==> src/rtl/arb_mux_n_pkg.sv <==
// Shared definitions for the arb_mux_n slice: selection-mode encoding and a
// constant clog2 used to size channel indices.
package arb_mux_n_pkg;

  typedef enum logic [1:0] {
    MODE_FIXED = 2'd0,  // lowest valid index wins
    MODE_RR    = 2'd1,  // round-robin from rr_ptr
    MODE_EXT   = 2'd2   // external index
  } mode_e;

  function automatic int unsigned clog2(input int unsigned n);
    int unsigned r;
    r = 0;
    for (int unsigned i = 0; i < 32; i++) begin
      if ((32'd1 << i) < n) r = i + 1;
    end
    return r;
  endfunction

endpackage

==> src/rtl/arb_mux_n_rr_arbiter.sv <==
// rr_arbiter: combinational grant selection for arb_mux_n.
// Ports:
//   req       in  N     per-channel request
//   ptr       in  SELW  round-robin start index
//   mode      in  2     selection mode (mode_e)
//   lock_q    in  1     grant is locked to lock_ch
//   lock_ch   in  SELW  locked channel
//   ext_sel   in  SELW  external channel index (MODE_EXT)
//   gnt_valid out 1     a channel is granted
//   gnt_idx   out SELW  granted channel index (0 when no grant)
module rr_arbiter
  import arb_mux_n_pkg::*;
#(
  parameter int unsigned N    = 8,
  parameter int unsigned SELW = 3
) (
  input  logic [N-1:0]    req,
  input  logic [SELW-1:0] ptr,
  input  mode_e           mode,
  input  logic            lock_q,
  input  logic [SELW-1:0] lock_ch,
  input  logic [SELW-1:0] ext_sel,
  output logic            gnt_valid,
  output logic [SELW-1:0] gnt_idx
);

  always_comb begin
    gnt_valid = 1'b0;
    gnt_idx   = '0;
    if (lock_q) begin
      // A held lock overrides every mode; a locked channel that drops valid
      // simply produces no grant.
      for (int unsigned i = 0; i < N; i++) begin
        if (SELW'(i) == lock_ch && req[i]) begin
          gnt_valid = 1'b1;
          gnt_idx   = SELW'(i);
        end
      end
    end else begin
      case (mode)
        MODE_FIXED: begin
          for (int unsigned i = 0; i < N; i++) begin
            if (!gnt_valid && req[i]) begin
              gnt_valid = 1'b1;
              gnt_idx   = SELW'(i);
            end
          end
        end
        MODE_RR: begin
          // Two passes replace a modular search: first at/after ptr, then
          // wrap to the lowest valid index below ptr.
          for (int unsigned i = 0; i < N; i++) begin
            if (!gnt_valid && req[i] && SELW'(i) >= ptr) begin
              gnt_valid = 1'b1;
              gnt_idx   = SELW'(i);
            end
          end
          for (int unsigned i = 0; i < N; i++) begin
            if (!gnt_valid && req[i]) begin
              gnt_valid = 1'b1;
              gnt_idx   = SELW'(i);
            end
          end
        end
        MODE_EXT: begin
          // Compare-based match, so ext_sel >= N never indexes out of range.
          for (int unsigned i = 0; i < N; i++) begin
            if (SELW'(i) == ext_sel && req[i]) begin
              gnt_valid = 1'b1;
              gnt_idx   = SELW'(i);
            end
          end
        end
        default: ;
      endcase
    end
  end

endmodule

==> src/rtl/arb_mux_n.sv <==
// arb_mux_n: N:1 arbitrated datapath mux with a registered valid/ready
// output stage and optional grant lock for multi-beat transfers.
// Ports:
//   clk       in  1     rising-edge clock
//   reset_n   in  1     asynchronous active-low reset
//   in_data   in  N*W   channel i = in_data[i*W +: W]
//   in_valid  in  N     per-channel request
//   in_ready  out N     one-hot (or zero) accept
//   ext_sel   in  SELW  channel index for MODE_EXT
//   lock      in  1     hold grant after this accepted beat
//   out_data  out W     registered selected data
//   out_sel   out SELW  registered source channel index
//   out_valid out 1     output register holds a beat
//   out_ready in  1     consumer accepts the beat
module arb_mux_n
  import arb_mux_n_pkg::*;
#(
  parameter int unsigned W    = 8,
  parameter int unsigned N    = 8,
  parameter int unsigned SELW = clog2(N),
  parameter int unsigned MODE = 1
) (
  input  logic            clk,
  input  logic            reset_n,
  input  logic [N*W-1:0]  in_data,
  input  logic [N-1:0]    in_valid,
  output logic [N-1:0]    in_ready,
  input  logic [SELW-1:0] ext_sel,
  input  logic            lock,
  output logic [W-1:0]    out_data,
  output logic [SELW-1:0] out_sel,
  output logic            out_valid,
  input  logic            out_ready
);

  localparam mode_e MODE_E = mode_e'(MODE[1:0]);

  logic [W-1:0]    out_data_q, out_data_d;
  logic [SELW-1:0] out_sel_q, out_sel_d;
  logic            out_valid_q, out_valid_d;
  logic [SELW-1:0] rr_ptr_q, rr_ptr_d;
  logic            lock_q, lock_d;
  logic [SELW-1:0] lock_ch_q, lock_ch_d;

  logic            gnt_valid;
  logic [SELW-1:0] gnt_idx;
  logic            load;
  logic            xfer;

  rr_arbiter #(.N(N), .SELW(SELW)) u_arb (
    .req       (in_valid),
    .ptr       (rr_ptr_q),
    .mode      (MODE_E),
    .lock_q    (lock_q),
    .lock_ch   (lock_ch_q),
    .ext_sel   (ext_sel),
    .gnt_valid (gnt_valid),
    .gnt_idx   (gnt_idx)
  );

  always_comb begin
    load = !out_valid_q || out_ready;
    // reset_n gates accept so no producer sees ready while reset is held.
    xfer = reset_n && gnt_valid && load;
    for (int unsigned i = 0; i < N; i++) begin
      in_ready[i] = xfer && (gnt_idx == SELW'(i));
    end
  end

  always_comb begin
    out_data_d  = out_data_q;
    out_sel_d   = out_sel_q;
    out_valid_d = out_valid_q;
    rr_ptr_d    = rr_ptr_q;
    lock_d      = lock_q;
    lock_ch_d   = lock_ch_q;
    if (xfer) begin
      out_data_d  = in_data[gnt_idx*W +: W];
      out_sel_d   = gnt_idx;
      out_valid_d = 1'b1;
      lock_d      = lock;
      if (lock) begin
        lock_ch_d = gnt_idx;
      end else begin
        // Explicit wrap so non-power-of-two N stays in range.
        rr_ptr_d = (gnt_idx == SELW'(N - 1)) ? '0 : gnt_idx + 1'b1;
      end
    end else if (out_ready) begin
      out_valid_d = 1'b0;
    end
  end

  always_ff @(posedge clk or negedge reset_n) begin
    if (!reset_n) begin
      out_data_q  <= '0;
      out_sel_q   <= '0;
      out_valid_q <= 1'b0;
      rr_ptr_q    <= '0;
      lock_q      <= 1'b0;
      lock_ch_q   <= '0;
    end else begin
      out_data_q  <= out_data_d;
      out_sel_q   <= out_sel_d;
      out_valid_q <= out_valid_d;
      rr_ptr_q    <= rr_ptr_d;
      lock_q      <= lock_d;
      lock_ch_q   <= lock_ch_d;
    end
  end

  assign out_data  = out_data_q;
  assign out_sel   = out_sel_q;
  assign out_valid = out_valid_q;

endmodule

==> config.mk <==
export PLATFORM = sky130hd
export DESIGN_NAME = arb_mux_n
export DESIGN_NICKNAME = d
export VERILOG_FILES = /design/src/rtl/arb_mux_n_pkg.sv /design/src/rtl/arb_mux_n_rr_arbiter.sv /design/src/rtl/arb_mux_n.sv
export SDC_FILE = /design/constraint.sdc
export NUM_CORES = 1
export LEC_CHECK = 0
export BUFFER_PORTS_ARGS = -buffer_cell sky130_fd_sc_hd__buf_2
export CORE_ASPECT_RATIO = 0.9
export CORE_UTILIZATION = 51
export DETAILED_ROUTE_END_ITERATION = 6
export GPL_TIMING_DRIVEN = 0
export PLACE_DENSITY_LB_ADDON = 0.3
export SLEW_MARGIN = 20
export SYNTH_ARGS = -nofsm -noshare
export SYNTH_HDL_FRONTEND = slang
export SYNTH_HIERARCHICAL = 1
export SYNTH_SLANG_ARGS = --single-unit
==> constraint.sdc <==
create_clock -name clk -period 4.1 [get_ports clk]
set_input_delay 0.205 -clock clk [delete_from_list [all_inputs] [get_ports clk]]
set_output_delay 0.205 -clock clk [all_outputs]
set_load 0.02 [all_outputs]
After elaboration in Yosys (flattened, before gate mapping)
Index checks and enable logic that the tools add are counted.
Widths: inputs -> output; s select.
- output and inout port bits: 20
- memory bits (writable): 0
- latch bits: 0
- word-level logic and storage cells: 160
- flip-flop bits (word level): 19
- input bits: 79
- memory bits (read-only): 0
- memories: 0
- order comparisons: 8
- add/sub/neg operators: 1
- reductions and logical operators: 63
- bitwise logic cells: 1
- multipliers: 0
- shift operators: 1
- muxes and demuxes: 66
- div/mod/pow operators: 0
- eq/ne operators: 14
- operator list (kind ; number):
    $shiftx 64x7->8 ; 1
    $mux 3 ; 18
    $mux 1 ; 44
    $logic_and 1x1->1 ; 41
    $logic_not 1->1 ; 16
    $eq 3x3->1 const A ; 4
    $eq 3x3->1 const B ; 4
    $ge 3x3->1 const A ; 4
    $mux 2 ; 4
    $eq 2x3->1 const A ; 2
    $eq 3x2->1 const B ; 2
    $ge 1x3->1 const A ; 2
    $ge 2x3->1 const A ; 2
    $logic_not 3->1 ; 2
    $reduce_and 2->1 ; 2
    $add 3x1->3 const B ; 1
    $eq 1x3->1 const A ; 1
    $eq 3x1->1 const B ; 1
    $reduce_bool 2->1 ; 1
    $logic_or 1x1->1 ; 1
    $not 1->1 ; 1

Logic depth before layout (Yosys ltp)
Gate-level depths: netlist of the first run.
- depth in word-level cells: 74
- depth in mapped cells: 12
- mapped depth without buffers: 9

Hierarchy
The synthesis of the first run kept the hierarchy.
- by module, submodules not included (module ; times used ; seq. area each (um^2) ; area an instance (um^2) ; cells each):
    arb_mux_n ; 1 ; 475.5 ; 1455.1 ; 144
    rr_arbiter ; 1 ; 0.0 ; 659.4 ; 99

Least setup slack after synthesis of the first run
OpenSTA, ideal clock, no wires.
- kind: input to register
- start point: input in_valid[3]
- end point: register rr_ptr_q[1]
- stages on the path: 12
- required time: 3975 ps
- path slack: 1199 ps
- buffers on the path: 3
- setup time: 125 ps
- arrival: 2776 ps
- cells stage by stage: buf_6 or4_4 nor3_4 a21boi_1 o21a_1 o311ai_1 buf_4 buf_4 inv_1 ha_1 nor2b_1 mux2_2
- elaborated cells on any way between the ends: 87
- those cells by class: 1 x add/sub; 1 x eq/ne; 51 x mux; 34 x reduce/logical
- RTL lines (element ; line ; RTL):
    from (decl) ; arb_mux_n.sv:26 ; input logic [N-1:0] in_valid,
    $logic_and 1x1->1 (2 in series) ; arb_mux_n_rr_arbiter.sv:53 ; if (!gnt_valid && req[i] && SELW'(i) >= ptr) begin
    $mux 1 ; arb_mux_n_rr_arbiter.sv:53 ;
    $mux 1 ; arb_mux_n_rr_arbiter.sv:30 ; if (lock_q) begin
    $logic_not 1->1 ; arb_mux_n_rr_arbiter.sv:53 ;
    $logic_and 1x1->1 (2 in series) ; arb_mux_n_rr_arbiter.sv:53 ;
    $mux 1 ; arb_mux_n_rr_arbiter.sv:53 ;
    $mux 1 ; arb_mux_n_rr_arbiter.sv:30 ;
    $logic_not 1->1 ; arb_mux_n_rr_arbiter.sv:53 ;
    [41 not listed] ; n/a ;
    $mux 1 ; arb_mux_n_rr_arbiter.sv:30 ;
    $logic_not 1->1 ; arb_mux_n_rr_arbiter.sv:59 ; if (!gnt_valid && req[i]) begin
    $logic_and 1x1->1 ; arb_mux_n_rr_arbiter.sv:59 ;
    $mux 3 ; arb_mux_n_rr_arbiter.sv:59 ;
    $mux 3 (*) ; arb_mux_n_rr_arbiter.sv:30 ;
    named net gnt_idx[1] ; arb_mux_n.sv:46 ; logic [SELW-1:0] gnt_idx;
    $add 3x1->3 / $eq 3x3->1 (equally long branches) ; arb_mux_n.sv:86 ; rr_ptr_d = (gnt_idx == SELW'(N - 1)) ? '0 : gnt_idx + 1'b1;
    $mux 3 (*) ; arb_mux_n.sv:86 ;
    to (signal assigned) ; arb_mux_n.sv:105 ; rr_ptr_q <= rr_ptr_d;
    to (decl) ; arb_mux_n.sv:41 ; logic [SELW-1:0] rr_ptr_q, rr_ptr_d;
Mark *: on every way through the listed nets, which the timed path passes. The rest lies on a longest branch. The select of a mux whose other input is x is not followed.
A chain may end at the register's enable or synchronous reset.

Worst setup path in the final report of the first run
- start point: register rr_ptr_q[0]
- end point: output in_ready[1]
- elaborated cells on any way between the ends: 98
- those cells by class: 8 x order compare; 1 x eq/ne; 48 x mux; 41 x reduce/logical
- RTL lines (element ; line ; RTL):
    $ge 1x3->1 ; arb_mux_n_rr_arbiter.sv:53 ;
    $logic_and 1x1->1 ; arb_mux_n_rr_arbiter.sv:53 ;
    $mux 1 ; arb_mux_n_rr_arbiter.sv:53 ;
    $mux 1 ; arb_mux_n_rr_arbiter.sv:30 ;
    $logic_not 1->1 ; arb_mux_n_rr_arbiter.sv:53 ;
    $logic_and 1x1->1 (2 in series) ; arb_mux_n_rr_arbiter.sv:53 ;
    $mux 1 ; arb_mux_n_rr_arbiter.sv:53 ;
    $mux 1 ; arb_mux_n_rr_arbiter.sv:30 ;
    [57 not listed] ; n/a ;
    $mux 1 ; arb_mux_n_rr_arbiter.sv:30 ;
    $logic_not 1->1 ; arb_mux_n_rr_arbiter.sv:59 ;
    $logic_and 1x1->1 ; arb_mux_n_rr_arbiter.sv:59 ;
    $mux 3 (*) ; arb_mux_n_rr_arbiter.sv:59 ;
    $mux 3 (*) ; arb_mux_n_rr_arbiter.sv:30 ;
    named net gnt_idx[1] ; arb_mux_n.sv:46 ;
    $eq 3x1->1 (*) ; arb_mux_n.sv:66 ; in_ready[i] = xfer && (gnt_idx == SELW'(i));
    $logic_and 1x1->1 (*) ; arb_mux_n.sv:66 ;
    to (decl) ; arb_mux_n.sv:27 ; output logic [N-1:0] in_ready,
Marked as above.

==> out/qor.yml, run 1 <==
worst_hold_path:
  hp-class: "input port to flop"
  hold_path_end: "out_valid"
  hp-start: "out_ready"
  whs_path_depth: 3
sta:
  worstMarginPinSlew_ns: 0.6380
  rsz0062_at_grt: "false"
  clock_skew_ns: 0.007816
  finalHoldViolations: 0
  post-route-period-util: 0.8501
  min_period_ns: 3.485
  setup-tns-final_ns: 0
  max_freq_mhz: 286.9
  slew_headroom: 0.5680
  setup_viol: 0
  slew_violations: 0
critical_path:
  crit_type: "flop to output pin"
  reg2reg_from: "rr_ptr_q[0]"
  path_buf_inv: 4
  crit_chain: "a21bo_2, a21oi_1, a211oi_1, o21a_1, o311ai_1, buf_4, buf_4, inv_1, ha_1, and3_1, buf_2"
  cp.arrival_ns: 3.28
  critPathTopFamily: "compound AO/OA/AOI/OAI gates"
  r2r_cells: 11
  required_ns: 3.89
  cpMostUsedCell: "buf_4"
  worst_setup_path_start_kind: "flop"
  regToRegSetupSlack_ns: 0.86
  crit_slowest_cell: "o311ai_1"
  slowest_delay_ns: 0.58
  end_kind: "output pin"
  r2r-end: "rr_ptr_q[1]"
  worstPathMaxFanout: 10
clocking:
  holdBufCountCts: 1
  h-tree-depth: 1
  cts-root-buf: "clkbuf_8"
  ctsResizeCount: 0
  ctsLongestPathBuffers: 2
  numCtsBuffers: 3
  clkLatencyLatePin_ns: 0.26
  path_clk_slew_ns: 0.08
  tritoncts: "done"
  post_cts_buffers: 0
  cts.sinks: 19
route:
  wire_per_inst_microns: 16.13
  vias: 2359
  finalWirelength_microns: 6370
  ant_nets: 0
  drt_iter0_drc: 189
  drt_first_pass_iters: 5
  drc: 0
  viasPerCell: 5.972
global_routing:
  grt_max_degree: 23
  met3_usage: 0.04640
  grt_overflow_total: 0
  antenna_found_initial: 0
  globalRouteMet1Util: 0.4040
  grt_pass1_vias: 2134
  track_usage: 0.2833
  grtUsageMet2: 0.4555
  grt.busiest_layer: "met2"
  grt_pass1_wl_microns: 10140
logic_synthesis:
  synth_area_leaders: "dfrtp_1 (22%), mux2_2 (12%), mux2i_1 (9.9%), o21ai_0 (4.7%), ha_1 (3.6%)"
  synth_area_sq_mm: 0.002115
  avgSynthCellArea_sq_um: 8.702
  synth_top_cell_by_area: "dfrtp_1"
  ys_ff_latch: 19
  ys_warn_count: 6
  netlist_instances: 243
  ys.flop_type: "dfrtp_1"
  synth_edf_count: 0
  synth-seq-area-share: 0.2249
  synthArstFlopShare: 1.000
  synth_cell_type_count: 57
  netlist.area_leader.share: 0.2249
placed_design:
  numPortBuffers: 94
  place.gp.congestion: 0.9325
  post-dp-hpwl_microns: 4911
  post-place-cells: 390
flow_run:
  maxCapViolations: 0
final_layout:
  layoutNonFillerInstCount: 395
  area_delta_synth_final_pct: 28.88
  mostFrequentLayoutCells: "buf_2 (98), mux2_2 (23), mux2i_1 (21)"
  antenna_cells: 0
  drive_gt1_frac: 0.3926
  final_common_cell: "buf_2"
  layout.nets: 435
die:
  dieArea_sq_mm: 0.004408
  rows: 21
  ios: 99
  start_util: 0.5512
  core-area_sq_mm: 0.003836
  die_x_microns: 69.88
  die_y_microns: 63.09
power:
  pwr_density_cell_mw_per_mm2: 545.3
  peakVddDrop_mv: 0.4910
  p_leak_nw: 1.295
status:
  status: "finished, final reports clean"
[registers in the layout, summed over array words and instances, names as in the netlist]
name and cells:
lock_q 1, lock_ch_q 3, rr_ptr_q 3, out_data 8, out_valid 1, out_sel 3
[where the power goes]
| group | total (W) | leakage (nW) | switching, W | internal (W) |
|---|---|---|---|---|
| clock | 0.000134 | 0.0255 | 0.0000667 | 0.0000677 |
| combinational | 0.00101 | 1.03 | 0.000581 | 0.000425 |
| sequential | 0.000346 | 0.235 | 0.0000710 | 0.000275 |
[cells in the mapped netlist, types with 3 or more instances]
| library cell | instances |
|---|---|
| mux2_2 | 23 |
| mux2i_1 | 21 |
| o21ai_0 | 20 |
| dfrtp_1 | 19 |
| nor2_1 | 14 |
| nand2_1 | 12 |
| nor2b_1 | 10 |
| clkbuf_1 | 9 |
| inv_1 | 9 |
| o22ai_1 | 7 |
| a22o_1 | 6 |
| a31oi_1 | 6 |
| and3_1 | 6 |
| ha_1 | 6 |
| o31ai_1 | 6 |
| a21oi_1 | 4 |
| buf_2 | 4 |
| nor3b_1 | 4 |
| a211oi_1 | 3 |
| and2_1 | 3 |
| nand2b_1 | 3 |
| nand3_1 | 3 |
| nor3_1 | 3 |
[routing by layer]
metal  routed length [microns]  part of all wire
met3                       485             0.076
met4                        68             0.011
met2                      2989              0.47
met1                      2827              0.44
met5                         0                 0
[worst min-delay path: cells and delay by family]
family | cells | cell delay [ns]
buffers and inverters | 1 | 0.09
AND/OR/NAND/NOR | 2 | 0.18
[cell families after synthesis]
kind of cell               Yosys count  share of synthesized area
muxes                               45                     0.2343
DFF                                 19                     0.2249
other                                2                   0.003552
and+or+nand+nor                     67                     0.1775
buffers and inverters               28                    0.06745
adders and majority gates            6                    0.03550
AOI/OAI and AO/OA                   76                     0.2568
[metrics by stage]
stage	cell area, sq um	utilization	setup slack, ns	power (W)	hold WS [ns]
final	2725	0.7104	0.6146	0.001486	0.2614
after detailed placement	2669	0.6957	0.7993	0.001339	0.1859
after global placement	2669	0.6957	0.7840	0.001310	0.1793
after floorplan	2141	-	1.199	0.001059	-0.09059
after CTS	2725	0.7104	0.6738	0.001475	0.2553
after global routing	2725	0.7104	0.4206	0.001594	0.2841
[area by class of cell]
cell class,count,area [sq um]
Tap cell,46,57.56
Multi-Input combinational cell,203,1523
Clock buffer,3,41.29
Timing Repair Buffer,95,480.5
Fill cell,311,1111
Inverter,9,33.78
Sequential cell,19,475.5
Buffer,19,108.9
Clock inverter,1,5.005
[how the worst max path moves through the flow]
stage,slack (ns),cells after the start,start,endpoint
2_1_floorplan,1.20,12,in_valid[3],rr_ptr_q[1]
6_report,0.61,11,rr_ptr_q[0],in_ready[1]
3_3_place_gp,0.78,12,in_valid[2],rr_ptr_q[1]
4_1_cts,0.67,11,rr_ptr_q[0],in_ready[1]
5_1_grt,0.42,11,rr_ptr_q[0],in_ready[5]
3_5_place_dp,0.80,12,in_valid[2],rr_ptr_q[1]
Power figures use the tool's default switching activity.
==> run 2: changes to the inputs <==
Settings changed: BUFFER_PORTS_ARGS -buffer_cell sky130_fd_sc_hd__buf_2 to -buffer_cell sky130_fd_sc_hd__buf_4.
==> run 2 against run 1 <==
Net effect: flip-flop and latch count unchanged; clock power about the same; clock skew is 0.0052 ns lower; cell area rose by 8.6%; critical endpoint is now in_ready[5].
==> out/qor.yml, run 2 (synthesis gave the netlist of run 1 again) <==
status:
  status: "finished, final reports clean"
die:
  ios: 99  # unchanged
  start_util: 0.5512  # unchanged
  rows: 21  # unchanged
  die_y_microns: 63.09  # unchanged
  dieArea_sq_mm: 0.004408  # unchanged
  die_x_microns: 69.88  # unchanged
  core-area_sq_mm: 0.003836  # unchanged
route:
  drc: 0  # unchanged
  top_layer_used: "met4"
  wl_met1_microns: 2884  # +2.0%
  met2_length_microns: 3375  # +13%
  wire_per_inst_microns: 17.07  # +5.8%
  finalWirelength_microns: 6742  # +5.8%
  route.met3.wl_microns: 458  # -5.6%
  viasPerCell: 5.922  # -0.85%
  vias: 2339  # -0.85%
  drt_iter0_drc: 178  # -5.8%
  drt_first_pass_iters: 5  # unchanged
  ant_nets: 0  # unchanged
global_routing:
  track_usage: 0.3109  # +0.02762
  grt_pass1_wl_microns: 11030  # +8.8%
  grt_pass1_vias: 2271  # +6.4%
  grt_max_degree: 23  # unchanged
  antenna_found_initial: 0  # unchanged
  grt_overflow_total: 0  # unchanged
power:
  p_clk_frac: 0.086  # -0.004
  p_switching_w: 0.0007245  # +0.83%
  p_seq_frac: 0.223  # -0.010
  p_leak_nw: 1.365  # +5.4%
  power.share.combinational: 0.692  # +0.015
  peakVddDrop_mv: 0.3973  # -19%
  p_sw_frac: 0.4685  # -0.01500
  pwr_density_cell_mw_per_mm2: 522.4  # -4.2%
  cellInternalPower_w: 0.0008219  # +7.1%
final_layout:
  final_common_cell: "buf_4"
  antenna_cells: 0  # unchanged
  mostFrequentLayoutCells: "buf_4 (96), mux2_2 (23), mux2i_1 (21)"
  area_delta_synth_final_pct: 40.00
  multi_input_area_sq_mm: 0.001523  # unchanged
  post-route-util: 0.7717  # +0.06132
  layout.nets: 435  # unchanged
  seq_area_sq_um: 475.5  # unchanged
  fillers: 287  # -7.7%
  largest_reg_flops: 8  # unchanged
  drive_gt1_frac: 0.3926  # unchanged
clocking:
  h-tree-depth: 1  # unchanged
  cts.sinks: 19  # unchanged
  cts-root-buf: "clkbuf_8"
  ctsResizeCount: 0  # unchanged
  ctsLongestPathBuffers: 2  # unchanged
  numCtsBuffers: 3  # unchanged
  clkLatencyLatePin_ns: 0.26  # about the same
  tritoncts: "done"
  path_clk_slew_ns: 0.07  # about the same
critical_path:
  required_ns: 3.89  # about the same
  worst_setup_path_start_kind: "flop"
  startpoint: "rr_ptr_q[0]"
  r2r_cells: 11  # unchanged
  end_kind: "output pin"
  cp.arrival_ns: 3.25  # -0.03 ns
  crit_type: "flop to output pin"
  reg2reg_from: "rr_ptr_q[0]"
  worstPathMaxFanout: 10  # unchanged
sta:
  worstMarginPinSlew_ns: 0.6594  # +0.02142 ns
  setup_viol: 0  # unchanged
  post-route-period-util: 0.8423  # -0.007755
  max_freq_mhz: 289.6  # +0.92%
  min_period_ns: 3.454  # -0.03180 ns
  slew_headroom: 0.5535  # -0.01451
  slew_violations: 0  # unchanged
  setup-tns-final_ns: 0  # unchanged
  rsz0062_at_grt: "false"
  finalHoldViolations: 0  # unchanged
  clock_skew_ns: 0.002567  # -0.005249 ns
placed_design:
  place.gp.congestion: 0.9572  # +2.6%
  post-dp-hpwl_microns: 5270  # +7.3%
  numPortBuffers: 94  # unchanged
worst_hold_path:
  hp-class: "input port to flop"
  whs_path_depth: 3  # unchanged
  hp-start: "lock"
flow_run:
  maxCapViolations: 0  # unchanged
## run 2: cell counts in the layout (fill, tap and decap cells not counted)
Identical to the previous run, type by type.
## run 2: timing repair
item | 4_1_cts | 5_1_grt
endpoints found under the hold margin | 19 | 0
buffers inserted | 0 | 0
hold buffers | 1 | 0
## run 2: final cells by class
type                       instances  area share
inverter                           9     0.01141
clock buffer                       3     0.01395
sequential                        19      0.1606
tap                               46     0.01944
timing repair buffer              95      0.2418
multi-input combinational        203      0.5144
clock inverter                     1    0.001691
buffer                            19     0.03677
## run 2: worst max-delay path, cell delays in order (launching register included)
cell and delay (ns):
dfrtp_1 0.46, a21bo_2 0.26, a21oi_1 0.22, a211oi_1 0.09, o21a_1 0.19, o311ai_1 0.59, buf_4 0.34, buf_4 0.23
inv_1 0.10, ha_1 0.20, and3_1 0.17, buf_4 0.15
## run 2: final timing paths
check                           slack, ns      endpoint
worst max-delay path                 0.65   in_ready[5]
worst min-delay path                 0.26   rr_ptr_q[2]
worst max register to register       0.84   rr_ptr_q[1]
worst min register to register       0.51  lock_ch_q[0]
max in group asynchronous            3.50    out_sel[0]
min in group asynchronous            0.38   out_data[7]
## run 2: layer usage
layer	track usage	vias up
met4	0.02750	0
li1	-	1125
met1	0.4291	1112
met3	0.04800	4
met5	0	-
met2	0.5337	98
## run 2: power groups by stage
stage | Clock [W] | Combinational [W] | Sequential [W]
after global routing | 0.000143 | 0.00116 | 0.000357
after global placement | 0 | 0.00103 | 0.000342
after CTS | 0.000134 | 0.00106 | 0.000343
after floorplan | 0 | 0.000659 | 0.000400
after detailed placement | 0 | 0.00106 | 0.000346
final | 0.000132 | 0.00107 | 0.000344
## run 2: through the flow
stage          cell area [sq um]  setup slack, ns  cells  hold WS [ns]  power [W]
5_1_grt                     2960           0.4462    395        0.2525   0.001661
2_1_floorplan               2141            1.199    250      -0.09059   0.001059
3_5_place_dp                2904           0.7884    390        0.1017   0.001404
3_3_place_gp                2904           0.7800    390       0.09970   0.001376
6_report                    2960           0.6464    395        0.2564   0.001546
4_1_cts                     2960           0.6885    395        0.2527   0.001539
